[src/rtl/uart_tx_cfg.sv]
// -----------------------------------------------------------------------------
// uart_tx_cfg
//
// Parametrised UART transmitter. A payload is taken over a valid/ready
// handshake and sent as one frame: a start bit, DATA_WIDTH data bits (LSB
// first), an optional parity bit, then one or two stop bits. The bit period,
// parity mode and stop-bit count come from runtime inputs. They are captured
// together with the payload, so changing them while a frame is in flight has
// no effect on that frame.
//
// Parameters
//   DATA_WIDTH      data bits per frame (legal range 5..9)
//   PRESCALE_WIDTH  width of the prescale input
//
// Ports
//   clk            system clock
//   rst            asynchronous reset, active-high
//   prescale       clock cycles per serial bit (0 is treated as 1)
//   tx_data        frame payload, sent LSB first
//   tx_valid       payload valid
//   tx_ready       block can accept a payload this cycle (combinational)
//   parity_enable  1: insert a parity bit after the data bits
//   parity_type    0: even, 1: odd
//   stop_bits      0: one stop bit, 1: two stop bits
//   TX_OUT         serial line, idle high, registered
//   busy           frame in progress, registered
// -----------------------------------------------------------------------------
module uart_tx_cfg #(
    parameter int DATA_WIDTH     = 8,
    parameter int PRESCALE_WIDTH = 16
) (
    input  logic                      clk,
    input  logic                      rst,
    input  logic [PRESCALE_WIDTH-1:0] prescale,
    input  logic [DATA_WIDTH-1:0]     tx_data,
    input  logic                      tx_valid,
    output logic                      tx_ready,
    input  logic                      parity_enable,
    input  logic                      parity_type,
    input  logic                      stop_bits,
    output logic                      TX_OUT,
    output logic                      busy
);

    localparam int IDX_W = $clog2(DATA_WIDTH);
    localparam logic [IDX_W-1:0] LAST_IDX = IDX_W'(DATA_WIDTH - 1);
    localparam logic [PRESCALE_WIDTH-1:0] PRESCALE_ONE = PRESCALE_WIDTH'(1);

    typedef enum logic [2:0] {
        IDLE   = 3'd0,
        START  = 3'd1,
        DATA   = 3'd2,
        PARITY = 3'd3,
        STOP   = 3'd4
    } state_t;

    state_t                    state, state_next;
    logic [PRESCALE_WIDTH-1:0] bit_cnt, bit_cnt_next;
    logic [IDX_W-1:0]          bit_idx, bit_idx_next;
    logic                      stop_cnt, stop_cnt_next;
    logic [DATA_WIDTH-1:0]     data_lat;
    logic [PRESCALE_WIDTH-1:0] prescale_lat;
    logic                      parity_en_lat;
    logic                      parity_bit_lat;
    logic                      stop_two_lat;
    logic [PRESCALE_WIDTH-1:0] prescale_eff;
    logic                      accept;
    logic                      bit_end;
    logic                      tx_next;

    // A zero prescale would make the reload value wrap, so it is promoted to 1.
    assign prescale_eff = (prescale == '0) ? PRESCALE_ONE : prescale;

    // Reset is part of tx_ready so a source never sees a handshake that the
    // register file (held in reset) cannot honour.
    assign tx_ready = (state == IDLE) && !rst;
    assign accept   = (state == IDLE) && tx_valid;
    assign bit_end  = (bit_cnt == '0);

    // Next-state logic. The counter is reloaded with prescale-1 whenever a new
    // bit begins and counts down otherwise; a bit ends on the cycle it reads 0.
    // TX_OUT is derived from the next state so that the registered line lines
    // up exactly with the state it belongs to.
    always_comb begin
        state_next    = state;
        bit_cnt_next  = bit_cnt;
        bit_idx_next  = bit_idx;
        stop_cnt_next = stop_cnt;
        tx_next       = 1'b1;

        case (state)
            IDLE: begin
                if (tx_valid) begin
                    state_next    = START;
                    bit_cnt_next  = prescale_eff - PRESCALE_ONE;
                    bit_idx_next  = '0;
                    stop_cnt_next = 1'b0;
                end
            end
            START: begin
                if (bit_end) begin
                    state_next   = DATA;
                    bit_cnt_next = prescale_lat - PRESCALE_ONE;
                    bit_idx_next = '0;
                end else begin
                    bit_cnt_next = bit_cnt - PRESCALE_ONE;
                end
            end
            DATA: begin
                if (bit_end) begin
                    bit_cnt_next = prescale_lat - PRESCALE_ONE;
                    if (bit_idx == LAST_IDX) begin
                        state_next    = parity_en_lat ? PARITY : STOP;
                        stop_cnt_next = 1'b0;
                    end else begin
                        bit_idx_next = bit_idx + 1'b1;
                    end
                end else begin
                    bit_cnt_next = bit_cnt - PRESCALE_ONE;
                end
            end
            PARITY: begin
                if (bit_end) begin
                    state_next    = STOP;
                    bit_cnt_next  = prescale_lat - PRESCALE_ONE;
                    stop_cnt_next = 1'b0;
                end else begin
                    bit_cnt_next = bit_cnt - PRESCALE_ONE;
                end
            end
            STOP: begin
                if (bit_end) begin
                    // A second stop bit is just another bit period in STOP.
                    if (stop_two_lat && !stop_cnt) begin
                        stop_cnt_next = 1'b1;
                        bit_cnt_next  = prescale_lat - PRESCALE_ONE;
                    end else begin
                        state_next   = IDLE;
                        bit_cnt_next = '0;
                    end
                end else begin
                    bit_cnt_next = bit_cnt - PRESCALE_ONE;
                end
            end
            default: begin
                state_next    = IDLE;
                bit_cnt_next  = '0;
                bit_idx_next  = '0;
                stop_cnt_next = 1'b0;
            end
        endcase

        case (state_next)
            IDLE:    tx_next = 1'b1;
            START:   tx_next = 1'b0;
            DATA:    tx_next = data_lat[bit_idx_next];
            PARITY:  tx_next = parity_bit_lat;
            STOP:    tx_next = 1'b1;
            default: tx_next = 1'b1;
        endcase
    end

    // State, counters and registered outputs. Reset forces the line high at
    // once, which aborts any frame in flight without waiting for a clock edge.
    always_ff @(posedge clk or posedge rst) begin
        if (rst) begin
            state    <= IDLE;
            bit_cnt  <= '0;
            bit_idx  <= '0;
            stop_cnt <= 1'b0;
            TX_OUT   <= 1'b1;
            busy     <= 1'b0;
        end else begin
            state    <= state_next;
            bit_cnt  <= bit_cnt_next;
            bit_idx  <= bit_idx_next;
            stop_cnt <= stop_cnt_next;
            TX_OUT   <= tx_next;
            busy     <= (state_next != IDLE);
        end
    end

    // Frame shadow registers, captured only on accept. The parity bit is
    // precomputed here so the live parity inputs are never consulted again.
    always_ff @(posedge clk or posedge rst) begin
        if (rst) begin
            data_lat       <= '0;
            prescale_lat   <= '0;
            parity_en_lat  <= 1'b0;
            parity_bit_lat <= 1'b0;
            stop_two_lat   <= 1'b0;
        end else if (accept) begin
            data_lat       <= tx_data;
            prescale_lat   <= prescale_eff;
            parity_en_lat  <= parity_enable;
            parity_bit_lat <= (^tx_data) ^ parity_type;
            stop_two_lat   <= stop_bits;
        end
    end

endmodule

[config.mk]
export PLATFORM = sky130hd
export DESIGN_NAME = uart_tx_cfg
export DESIGN_NICKNAME = d
export VERILOG_FILES = /design/src/rtl/uart_tx_cfg.sv
export SDC_FILE = /design/constraint.sdc
export NUM_CORES = 1
export LEC_CHECK = 0
export BUFFER_PORTS_ARGS = -buffer_cell sky130_fd_sc_hd__clkbuf_2
export CAP_MARGIN = 5
export CORE_MARGIN = 2
export CORE_UTILIZATION = 45
export DETAILED_ROUTE_END_ITERATION = 16
export PLACE_DENSITY = 0.66
export SLEW_MARGIN = 10
export SYNTH_ARGS = -nofsm -noshare
export SYNTH_HDL_FRONTEND = slang
export SYNTH_SLANG_ARGS = --single-unit
[constraint.sdc]
create_clock -name clk -period 2.5 [get_ports clk]
set_input_delay 0.125 -clock clk [delete_from_list [all_inputs] [get_ports clk]]
set_output_delay 0.125 -clock clk [all_outputs]
set_load 0.01 [all_outputs]
==> results by group, run 1 <==
Status
  – Status: complete, but fails checks
  – Failing checks: setup timing

Yosys
  – Register area share after synthesis: between 30% and 40%
  – Mux cell area share after synthesis: 1.39%
  – Main synth FF type: dfrtp_1
  – Post-synth EDFFs: 0
  – Synth Area in Adders: ~1.5%
  – Post-synthesis simple-gate area fraction: ~28%
  – Largest family of logic cells by synthesized area: simple AND/OR/NAND/NOR gates
  – Synthesized cell area: 3420 um^2
  – Mapped Nets: ~450
  – Synth top area share: a little under two fifths
  – Compound-Gate Fraction of Synth Area: between 15 and 20%
  – Mean Syn Cell Area: 8.15 um^2
  – Most frequent cell after synthesis: nand2_1
  – Area leader, netlist: dfrtp_1
  – Largest cells by area after synthesis: dfrtp_1 37%, nand2_1 11%, xnor2_1 7.2%
  – Synth cell count leaders: 97 x nand2_1, 51 x dfrtp_1, 30 x nor2_1
  – Seq cells post-synth: between 50 and 60
  – Post-Synth XOR/XNOR Area: between 10% and 20%
  – Yosys cell types: 57
  – Synth warn: 0
  – Post-Syn Instances: 419
  – FFs w/ async S/R, synth: 100%

STA
  – Setup slack after layout: -108 ps
  – Crit share post-route: 104%
  – Clock skew: approximately 7.0 ps
  – Max-slew violations: 0
  – Hold slack: between 20 and 25 ps
  – RSZ-0062 raised after global routing: yes
  – Tightest Pin Transition: about 650 ps
  – Final min period: around 2600 ps
  – Setup violators final: 14
  – Relative slew slack: a little under three fifths
  – F_max: approximately 380 MHz
  – Setup TNS: -1050 ps
  – Hold Violations, Final: 0

Setup path
  – Worst EP arrival: around 2800 ps
  – Reg2reg end: bit_cnt[7]$_DFFE_PP0N_
  – Worst setup SP type: register
  – Worst r2r src: bit_cnt[1]$_DFFE_PP0N_
  – Crit. End Element: register
  – Crit path required time: approximately 2700 ps
  – R2R cell count: 9
  – Internal reg-to-reg setup slack: -110 ps
  – Crit Path Class: register to register
  – Crit path launch: bit_cnt[1]$_DFFE_PP0N_
  – Worst Path Max Fanout: 6

Die
  – Core Region: between 7000 and 8000 um^2
  – Die footprint: 8300 um^2
  – Die height: between 90 and 100 um
  – Initial Util: between 40% and 50%
  – Die width: just over 90 um
  – FP Rows: 31
  – I/O Pins: 33

Place
  – HPWL after DPL: roughly 7 mm
  – Placed cell areas: just over 4000 um^2
  – PortBufs: 32
  – GPL Wtd Cong: around 0.91
  – Dpl ws: -162 ps

Global route
  – Initial antenna violation count: 0
  – Pin count of the biggest net entering global routing: 31
  – Gr usage total: a little under a quarter
  – First-pass GRT wire length: roughly 16 mm
  – Grt total ovfl: 0
  – Vias in the first global route: between 3,000 and 4,000

Finish
  – Ant diodes: 0
  – Util after Layout: about three fifths
  – Ratio of cells with drive above 1 in the final layout: 26.5%
  – Final Instance Area: around 4400 um^2
  – P&R area growth vs syn: 28.5%
  – Nets: about 540

Detailed routing
  – Pre-antenna DRT Iters: 5
  – Routed Antenna Nets: 0
  – Routed wire length per instance: 15.7 um
  – Final WL: approximately 9.5 mm
  – Vias: 3,330
  – Initial DRC count: between 200 and 250
  – DR vias/cell: about 5.5
  – DRC viols: 0

Flow run
  – Max Cap Viol: 0

Pwr
  – Worst IR Drop VDD: between 0.2 and 0.3 mV
  – P per Cell Area: approximately 500 nW/um^2
  – Leak Pwr: between 1.5 and 2 nW

Clocking
  – CTS tree: done
  – Clock-pin slew on the worst setup and hold paths: roughly 100 ps
  – # clock sinks: 52
  – # H-tree levels: 2
  – Clock Latency Late Sink: between 300 and 400 ps
  – CTS Buf Count: 5
  – Clock Tree Buf Depth: 2
  – CTS root buffer: clkbuf_8

Worst hold path
  – Worst Hold End: data_lat[5]$_DFFE_PP0P_
  – Hold Crit Depth: 3
  – HP Start: tx_data[5]
  – Hold Crit Class: input pin to register
[kinds of logic (layout without fill, tap and decap cells)]
logic type	Yosys count	in the layout
xor+xnor	41	41
fa+ha+maj	4	4
simple gates	200	200
buf+inv	30	116
flops	52	52
mux	4	4
compound gates	88	88
[through the flow]
step	instances	total power, mW
final	604	2.21
after global routing	604	2.33
after CTS	600	2.20
after detailed placement	587	1.57
after global placement	587	1.56
after floorplan	419	1.33
[layout by cell type (no fill, tap or decap), types with 6 or more instances in the layout]
cell type and count:
buf_4 57, xnor2_1 28, nand3_1 6, nor3_1 15, nor2_1 30, a21oi_1 20
dfrtp_1 51, or4_1 8, clkbuf_2 32, o21ai_0 13, inv_1 8, or3_1 8
o22a_1 7, xor2_1 13, nand2_1 97
[flip-flops by register name (all words and copies together), names as in the netlist]
| name | cells |
|---|---|
| stop_cnt | 1 |
| busy | 1 |
| parity_bit_lat | 1 |
| state | 3 |
| data_lat | 8 |
| parity_en_lat | 1 |
| bit_cnt | 16 |
| stop_two_lat | 1 |
| bit_idx | 3 |
| prescale_lat | 16 |
| TX_OUT | 1 |
[power by group]
part           switching, mW  internal, mW
Combinational          0.305         0.328
Clock                  0.303         0.302
Sequential            0.0514         0.922
Total                  0.660          1.55
[worst max-delay path: stages, from the launching register on]
cell	delay (ps)
dfrtp_1	410
inv_2	90
ha_4	130
or4b_1	420
or4_4	480
o211ai_1	280
o21a_2	300
buf_6	160
a211oi_1	50
o22a_1	180
[worst max-delay path by stage]
stage                                          to  slack, ps  cells past startpoint
after floorplan                  TX_OUT$_DFF_PP1_       -120                     10
after global placement    bit_cnt[14]$_DFFE_PP0N_       -120                     12
after detailed placement  bit_cnt[14]$_DFFE_PP0N_       -160                     12
after CTS                        TX_OUT$_DFF_PP1_        -90                      7
after global routing             TX_OUT$_DFF_PP1_       -230                      9
final                      bit_cnt[7]$_DFFE_PP0N_       -110                      9
[per-layer routing]
metal / global-route usage, % / vias to the layer above / wire length [um]
met2: 36.9 / 92 / 4330
met5: 0 / - / 0
met1: 35.7 / 1588 / 4560
met3: 3.07 / 11 / 471
met4: 5.93 / 0 / 113
li1: - / 1639 / -
[timing repair]
item | CTS | global route
pin swaps | 10 | 4
setup endpoints to repair | 17 | 18
hold buffers | 3 | 0
hold endpoints to repair | 29 | 0
buffers inserted | 2 | 4
gates resized for setup | 17 | 14
[cell type report]
type                    instances  area, um^2
inverters                      11        41.3
clock buffers                   5        68.8
flip-flops and latches         52        1300
well taps                      99         124
multi-input cells             337        2120
fillers                       701        2900
clock inverters                 3        46.3
repair buffers                 97         683
No activity file was read; power rests on OpenSTA's default activity.
==> run 2: changes to the inputs <==
--- a/config.mk
+++ b/config.mk
@@ -9,8 +9,9 @@
 export CAP_MARGIN = 5
 export CORE_MARGIN = 2
 export CORE_UTILIZATION = 45
+export CTS_CLUSTER_SIZE = 25
 export DETAILED_ROUTE_END_ITERATION = 16
-export PLACE_DENSITY = 0.66
+export PLACE_DENSITY = 0.78
 export SLEW_MARGIN = 10
 export SYNTH_ARGS = -nofsm -noshare
 export SYNTH_HDL_FRONTEND = slang
==> run 2 against run 1 <==
  * The run still ends with setup timing left
  * Register-to-register slack got worse by 60 ps
  * Power decreased by 2.7%
  * Clock power decreased by 16%
  * Highest routed layer unchanged
  * Sequential share of layout area is 0.39 points higher
  * Critical path depth fell by 2
  * Sequential power hardly changed
==> results by group, run 2 (synthesis gave the netlist of run 1 again) <==
Status
  – Status: complete, but fails checks
  – Failing checks: setup timing

Die
  – Die width: a little over 90 um
  – Core Region: around 7300 um^2
  – Die footprint: 8300 um^2
  – Initial Util: a little under half
  – Die height: 91.1 um
  – FP Rows: 31
  – I/O Pins: 33

Setup path
  – Crit-path leading delay family: simple AND/OR/NAND/NOR gates
  – Reg2reg end: TX_OUT$_DFF_PP1_
  – Worst Path Buf+Inv: 0
  – Worst r2r src: bit_cnt[11]$_DFFE_PP0N_
  – Crit. End Element: register
  – Internal reg-to-reg setup slack: -160 ps
  – Worst setup SP type: register
  – Worst Path Max Fanout: 6
  – R2R cell count: 7
  – Crit path required time: ~2700 ps
  – Worst EP arrival: 2900 ps
  – CP max-delay cell: or4_4
  – Crit Path Class: register to register
  – Critical-path cell list: or4_4 -> or4_4 -> mux2_4 -> nand2_4 -> mux2_4 -> o211ai_1 -> a32oi_1
  – CP peak stage delay: about 580 ps

Detailed routing
  – Met2 Wirelength: 4.78 mm
  – Pre-antenna DRT Iters: 5
  – Final WL: 9.85 mm
  – Vias: roughly 3,500
  – Max layer used: met4
  – DRC viols: 0
  – DR vias/cell: just under 6
  – Routed wire length per instance: around 16 um
  – Routed wl met3: between 700 and 800 um
  – Routed Antenna Nets: 0
  – Initial DRC count: 405
  – Metal1 wirelength: roughly 4.1 mm

Place
  – Post-Place Cells: slightly below 600
  – Placed cell areas: 4040 um^2
  – HPWL after DPL: 7.02 mm
  – PortBufs: 32
  – GPL Wtd Cong: 0.914
  – Dpl ws: -136 ps

Clocking
  – # clock sinks: 52
  – CTS root buffer: clkbuf_8
  – CTS Buf Count: 5
  – CTS tree: done
  – Clock-pin slew on the worst setup and hold paths: 100 ps
  – Clock Latency Late Sink: 310 ps
  – Clock Tree Buf Depth: 2
  – # H-tree levels: 2

Worst hold path
  – Hold Crit Depth: 3
  – HP Start: stop_bits
  – Hold Crit Class: input pin to register
  – Worst Hold End: stop_two_lat$_DFFE_PP0P_

Global route
  – Gr usage total: 23.3%
  – First-pass GRT wire length: 15.9 mm
  – Grt total ovfl: 0
  – Vias in the first global route: roughly 3,300
  – Pin count of the biggest net entering global routing: 31
  – Initial antenna violation count: 0

Finish
  – Ant diodes: 0
  – Top Registers: bit_cnt x16, prescale_lat x16, data_lat x8
  – Commonest non-fill, non-tap cell in the layout: nand2_1
  – Most frequent cells in the layout: 97 x nand2_1, 55 x buf_4, 51 x dfrtp_1
  – Final Instance Area: between 4000 and 5000 um^2
  – P&R area growth vs syn: 26.8%
  – Post-layout instance count excluding filler cells: about 600
  – Ratio of cells with drive above 1 in the final layout: 26.5%
  – Fill count: about 630
  – Nets: ~540

STA
  – Setup violators final: 17
  – RSZ-0062 raised after global routing: yes
  – Max-slew violations: 0
  – Tightest Pin Transition: between 600 and 700 ps
  – Clock skew: between 7 and 8 ps
  – F_max: 375 MHz
  – Setup TNS: -1460 ps
  – Relative slew slack: between 50 and 60%
  – Crit share post-route: 107%
  – Setup slack after layout: -164 ps
  – Hold Violations, Final: 0
  – Final min period: between 2000 and 3000 ps

Pwr
  – P per Cell Area: about 500 nW/um^2
  – Worst IR Drop VDD: around 0.4 mV
  – Leak Pwr: about 1.9 nW
  – Tot Pwr: 2.15 mW

Flow run
  – Max Cap Viol: 0
-- run 2: worst max path at each step --
stage,from,end,slack [ps],cells after the start
global route,bit_cnt[1]$_DFFE_PP0N_,TX_OUT$_DFF_PP1_,-230,9
global placement,bit_cnt[9]$_DFFE_PP0N_,TX_OUT$_DFF_PP1_,-70,7
detailed placement,bit_cnt[9]$_DFFE_PP0N_,TX_OUT$_DFF_PP1_,-140,7
finish,bit_cnt[11]$_DFFE_PP0N_,TX_OUT$_DFF_PP1_,-160,7
floorplan,bit_cnt[1]$_DFFE_PP0N_,TX_OUT$_DFF_PP1_,-120,10
CTS,bit_cnt[11]$_DFFE_PP0N_,TX_OUT$_DFF_PP1_,-150,7
-- run 2: through the flow --
step	hold slack, ps	utilization (%)
after floorplan	230	-
after global placement	40.9	55.4
after detailed placement	43.1	55.4
after CTS	8.16	57.7
after global routing	28.4	59.4
final	8.42	59.4
-- run 2: timing repair --
action | in CTS | in global routing
resized for setup | 14 | 20
endpoints found under the hold margin | 8 | 0
gates cloned | 0 | 0
hold buffers | 1 | 0
setup buffers | 3 | 5
endpoints found under the setup margin | 18 | 19
pin swaps | 4 | 10
-- run 2: report_power, final --
group	switching [mW]	internal, mW
combinational	0.331	0.338
clock	0.285	0.222
sequential	0.0535	0.922
-- run 2: cell type report --
cell class                      count  area, um^2  area share, %
Sequential cell                    52        1300           30.1
Tap cell                           99         124           2.86
Clock inverter                      2        10.0          0.231
Clock buffer                        6        82.6           1.91
Inverter                           11        41.3          0.953
Multi-Input combinational cell    337        2120           49.0
Timing Repair Buffer               94         651           15.0
-- run 2: layer usage --
metal  GRT usage, %  up-vias
met5              0        -
li1               -     1644
met1           31.5     1695
met4           6.94        0
met3           2.74       36
met2           39.2      170
-- run 2: tightest hold or removal path, cell delays in order --
cell and delay, ps:
clkbuf_2 80, nand2_1 40, nand2_1 40
==> run 3: changes to the inputs <==
--- a/config.mk
+++ b/config.mk
@@ -9,6 +9,7 @@
 export CAP_MARGIN = 5
 export CORE_MARGIN = 2
 export CORE_UTILIZATION = 45
+export CTS_BUF_LIST = sky130_fd_sc_hd__clkbuf_4
 export CTS_CLUSTER_SIZE = 25
 export DETAILED_ROUTE_END_ITERATION = 16
 export PLACE_DENSITY = 0.78
==> run 3 against run 2 <==
  * Highest routed layer unchanged
  * Critical endpoint is now bit_cnt[15]$_DFFE_PP0N_
  * Routed wire length is 1.0% lower
  * The run still ends with setup timing left
  * Critical path type unchanged
  * Fmax is 2.8% lower
  * Cell area is 2.8% higher
  * Combinational power is 1% lower
  * Cell count is 3.3% higher
  * Power is 6.5% lower
==> results by group, run 3 (synthesis gave the netlist of run 1 again) <==
Setup path
  – Crit-path leading delay family: compound AO/OA/AOI/OAI gates
  – Internal reg-to-reg setup slack: -240 ps
  – Crit Path Class: register to register
  – Critical-path cell list: inv_2 -> ha_4 -> or4b_4 -> or4_4 -> o211ai_1 -> o21a_1 -> buf_6 -> a221oi_1 -> o32a_1
  – R2R cell count: 9
  – Worst Path Max Fanout: 6
  – Worst setup SP type: register
  – Reg2reg end: bit_cnt[15]$_DFFE_PP0N_
  – Crit path launch: bit_cnt[1]$_DFFE_PP0N_
  – Worst r2r src: bit_cnt[1]$_DFFE_PP0N_
  – Worst Path Buf+Inv: 2
  – CP peak stage delay: ~480 ps
  – CP max-delay cell: or4_4
  – Crit path capture: bit_cnt[15]$_DFFE_PP0N_
  – WP depth: 9
  – Crit. End Element: register
  – Crit path required time: around 2800 ps
  – Worst EP arrival: 3020 ps

STA
  – Setup violators final: 17
  – Setup slack after layout: -241 ps
  – Clock skew: about 14 ps
  – Relative slew slack: 54.4%
  – Max-slew violations: 0
  – Final min period: around 2700 ps
  – Hold Violations, Final: 0
  – RSZ-0062 raised after global routing: yes
  – Tightest Pin Transition: between 600 and 700 ps
  – F_max: 365 MHz
  – Crit share post-route: 110%
  – Hold slack: roughly 46 ps

Die
  – Die footprint: approximately 8300 um^2
  – I/O Pins: 33
  – FP Rows: 31
  – Initial Util: 46.8%
  – Die width: a little over 90 um
  – Core Region: about 7300 um^2
  – Die height: 91.1 um

Finish
  – P&R area growth vs syn: 30.4%
  – Util after Layout: between 60% and 70%
  – Ant diodes: 0
  – Nets: around 560
  – Most frequent cells in the layout: 97 x nand2_1, 58 x buf_4, 51 x dfrtp_1
  – Ratio of cells with drive above 1 in the final layout: around a quarter
  – Fill count: around 630
  – Final Instance Area: roughly 4500 um^2
  – Top Registers: bit_cnt x16, prescale_lat x16, data_lat x8
  – Commonest non-fill, non-tap cell in the layout: nand2_1

Pwr
  – Worst IR Drop VDD: between 0.3 and 0.4 mV
  – Switching part of the total: 32.0%
  – Clk pwr share: a little under a fifth
  – Tot Pwr: approximately 2.0 mW
  – Combinational cell fraction of total power: roughly 33%
  – P per Cell Area: around 450 nW/um^2
  – P_sw: about 0.64 mW
  – P_int: 1.37 mW
  – Leak Pwr: about 2 nW
  – Seq pwr share: approximately 48%

Status
  – Status: complete, but fails checks
  – Failing checks: setup timing

Detailed routing
  – Routed wire length per instance: around 16 um
  – Pre-antenna DRT Iters: 5
  – Final WL: 9.75 mm
  – Vias: 3,553
  – Routed Antenna Nets: 0
  – DRC viols: 0
  – DR vias/cell: roughly 5.7
  – Initial DRC count: slightly below 300

Clocking
  – # H-tree levels: 2
  – CTS Buf Count: 5
  – Clock Tree Buf Depth: 2
  – Clock Latency Late Sink: approximately 380 ps
  – # clock sinks: 52
  – CTS root buffer: clkbuf_4
  – Clock-pin slew on the worst setup and hold paths: around 150 ps
  – CTS tree: done

Place
  – HPWL after DPL: approximately 7 mm
  – PortBufs: 32
  – GPL Wtd Cong: ~0.9
  – Placed cell areas: 4040 um^2
  – Dpl ws: -136 ps

Global route
  – Vias in the first global route: roughly 3,400
  – Initial antenna violation count: 0
  – First-pass GRT wire length: 16.2 mm
  – Gr usage total: a little under a quarter
  – Pin count of the biggest net entering global routing: 31
  – Grt total ovfl: 0

Worst hold path
  – Hold Crit Class: input pin to register

Flow run
  – Max Cap Viol: 0
## run 3: area by class of cell
cell class	count	area [um^2]	share of cell area (%)
Multi-Input combinational cell	337	2090	47.0
Sequential cell	52	1300	29.2
Timing Repair Buffer	114	843	18.9
Tap cell	99	124	2.78
Inverter	11	41.3	0.927
Clock buffer	5	37.5	0.843
Clock inverter	3	13.8	0.309
## run 3: power by group through the flow
stage | clock network (mW) | registers (mW) | logic, mW
4_1_cts | 0.384 | 0.971 | 0.622
3_3_place_gp | 0 | 0.984 | 0.570
2_1_floorplan | 0 | 1.02 | 0.306
3_5_place_dp | 0 | 0.988 | 0.586
6_report | 0.379 | 0.974 | 0.659
5_1_grt | 0.413 | 0.983 | 0.721
## run 3: what timing repair did
action,CTS,global route
hold buffers,18,0
cloned,0,0
pin swaps,8,13
hold endpoints to repair,68,0
setup buffers,5,7
gates resized for setup,14,14
endpoints found under the setup margin,18,20
## run 3: worst min-delay path, cell delays in order
cell	delay (ps)
clkbuf_2	130
nand2_1	80
nand2_1	50
## run 3: routing by layer
| layer | GRT usage [%] | routed length, um |
|---|---|---|
| met1 | 32.7 | 4330 |
| met2 | 39.4 | 4750 |
| met3 | 2.16 | 425 |
| met4 | 7.95 | 241 |
| met5 | 0 | 0 |
## run 3: worst min-delay path by stage
stage                                         to         from  slack [ps]  depth (start not counted)
detailed placement  prescale_lat[10]$_DFFE_PP0P_          rst          40                          2
finish               prescale_lat[2]$_DFFE_PP0P_  prescale[2]          50                          3
floorplan                data_lat[0]$_DFFE_PP0P_   tx_data[0]         230                          2
global route         prescale_lat[1]$_DFFE_PP0P_  prescale[1]          60                          3
global placement    prescale_lat[10]$_DFFE_PP0P_          rst          40                          2
CTS                  prescale_lat[2]$_DFFE_PP0P_  prescale[2]          40                          3
## run 3: per-stage QoR
step	std cells	setup TNS, ps
finish	621	-2990
global route	621	-3970
CTS	614	-737
detailed placement	585	-1150
global placement	585	-287
floorplan	419	-158
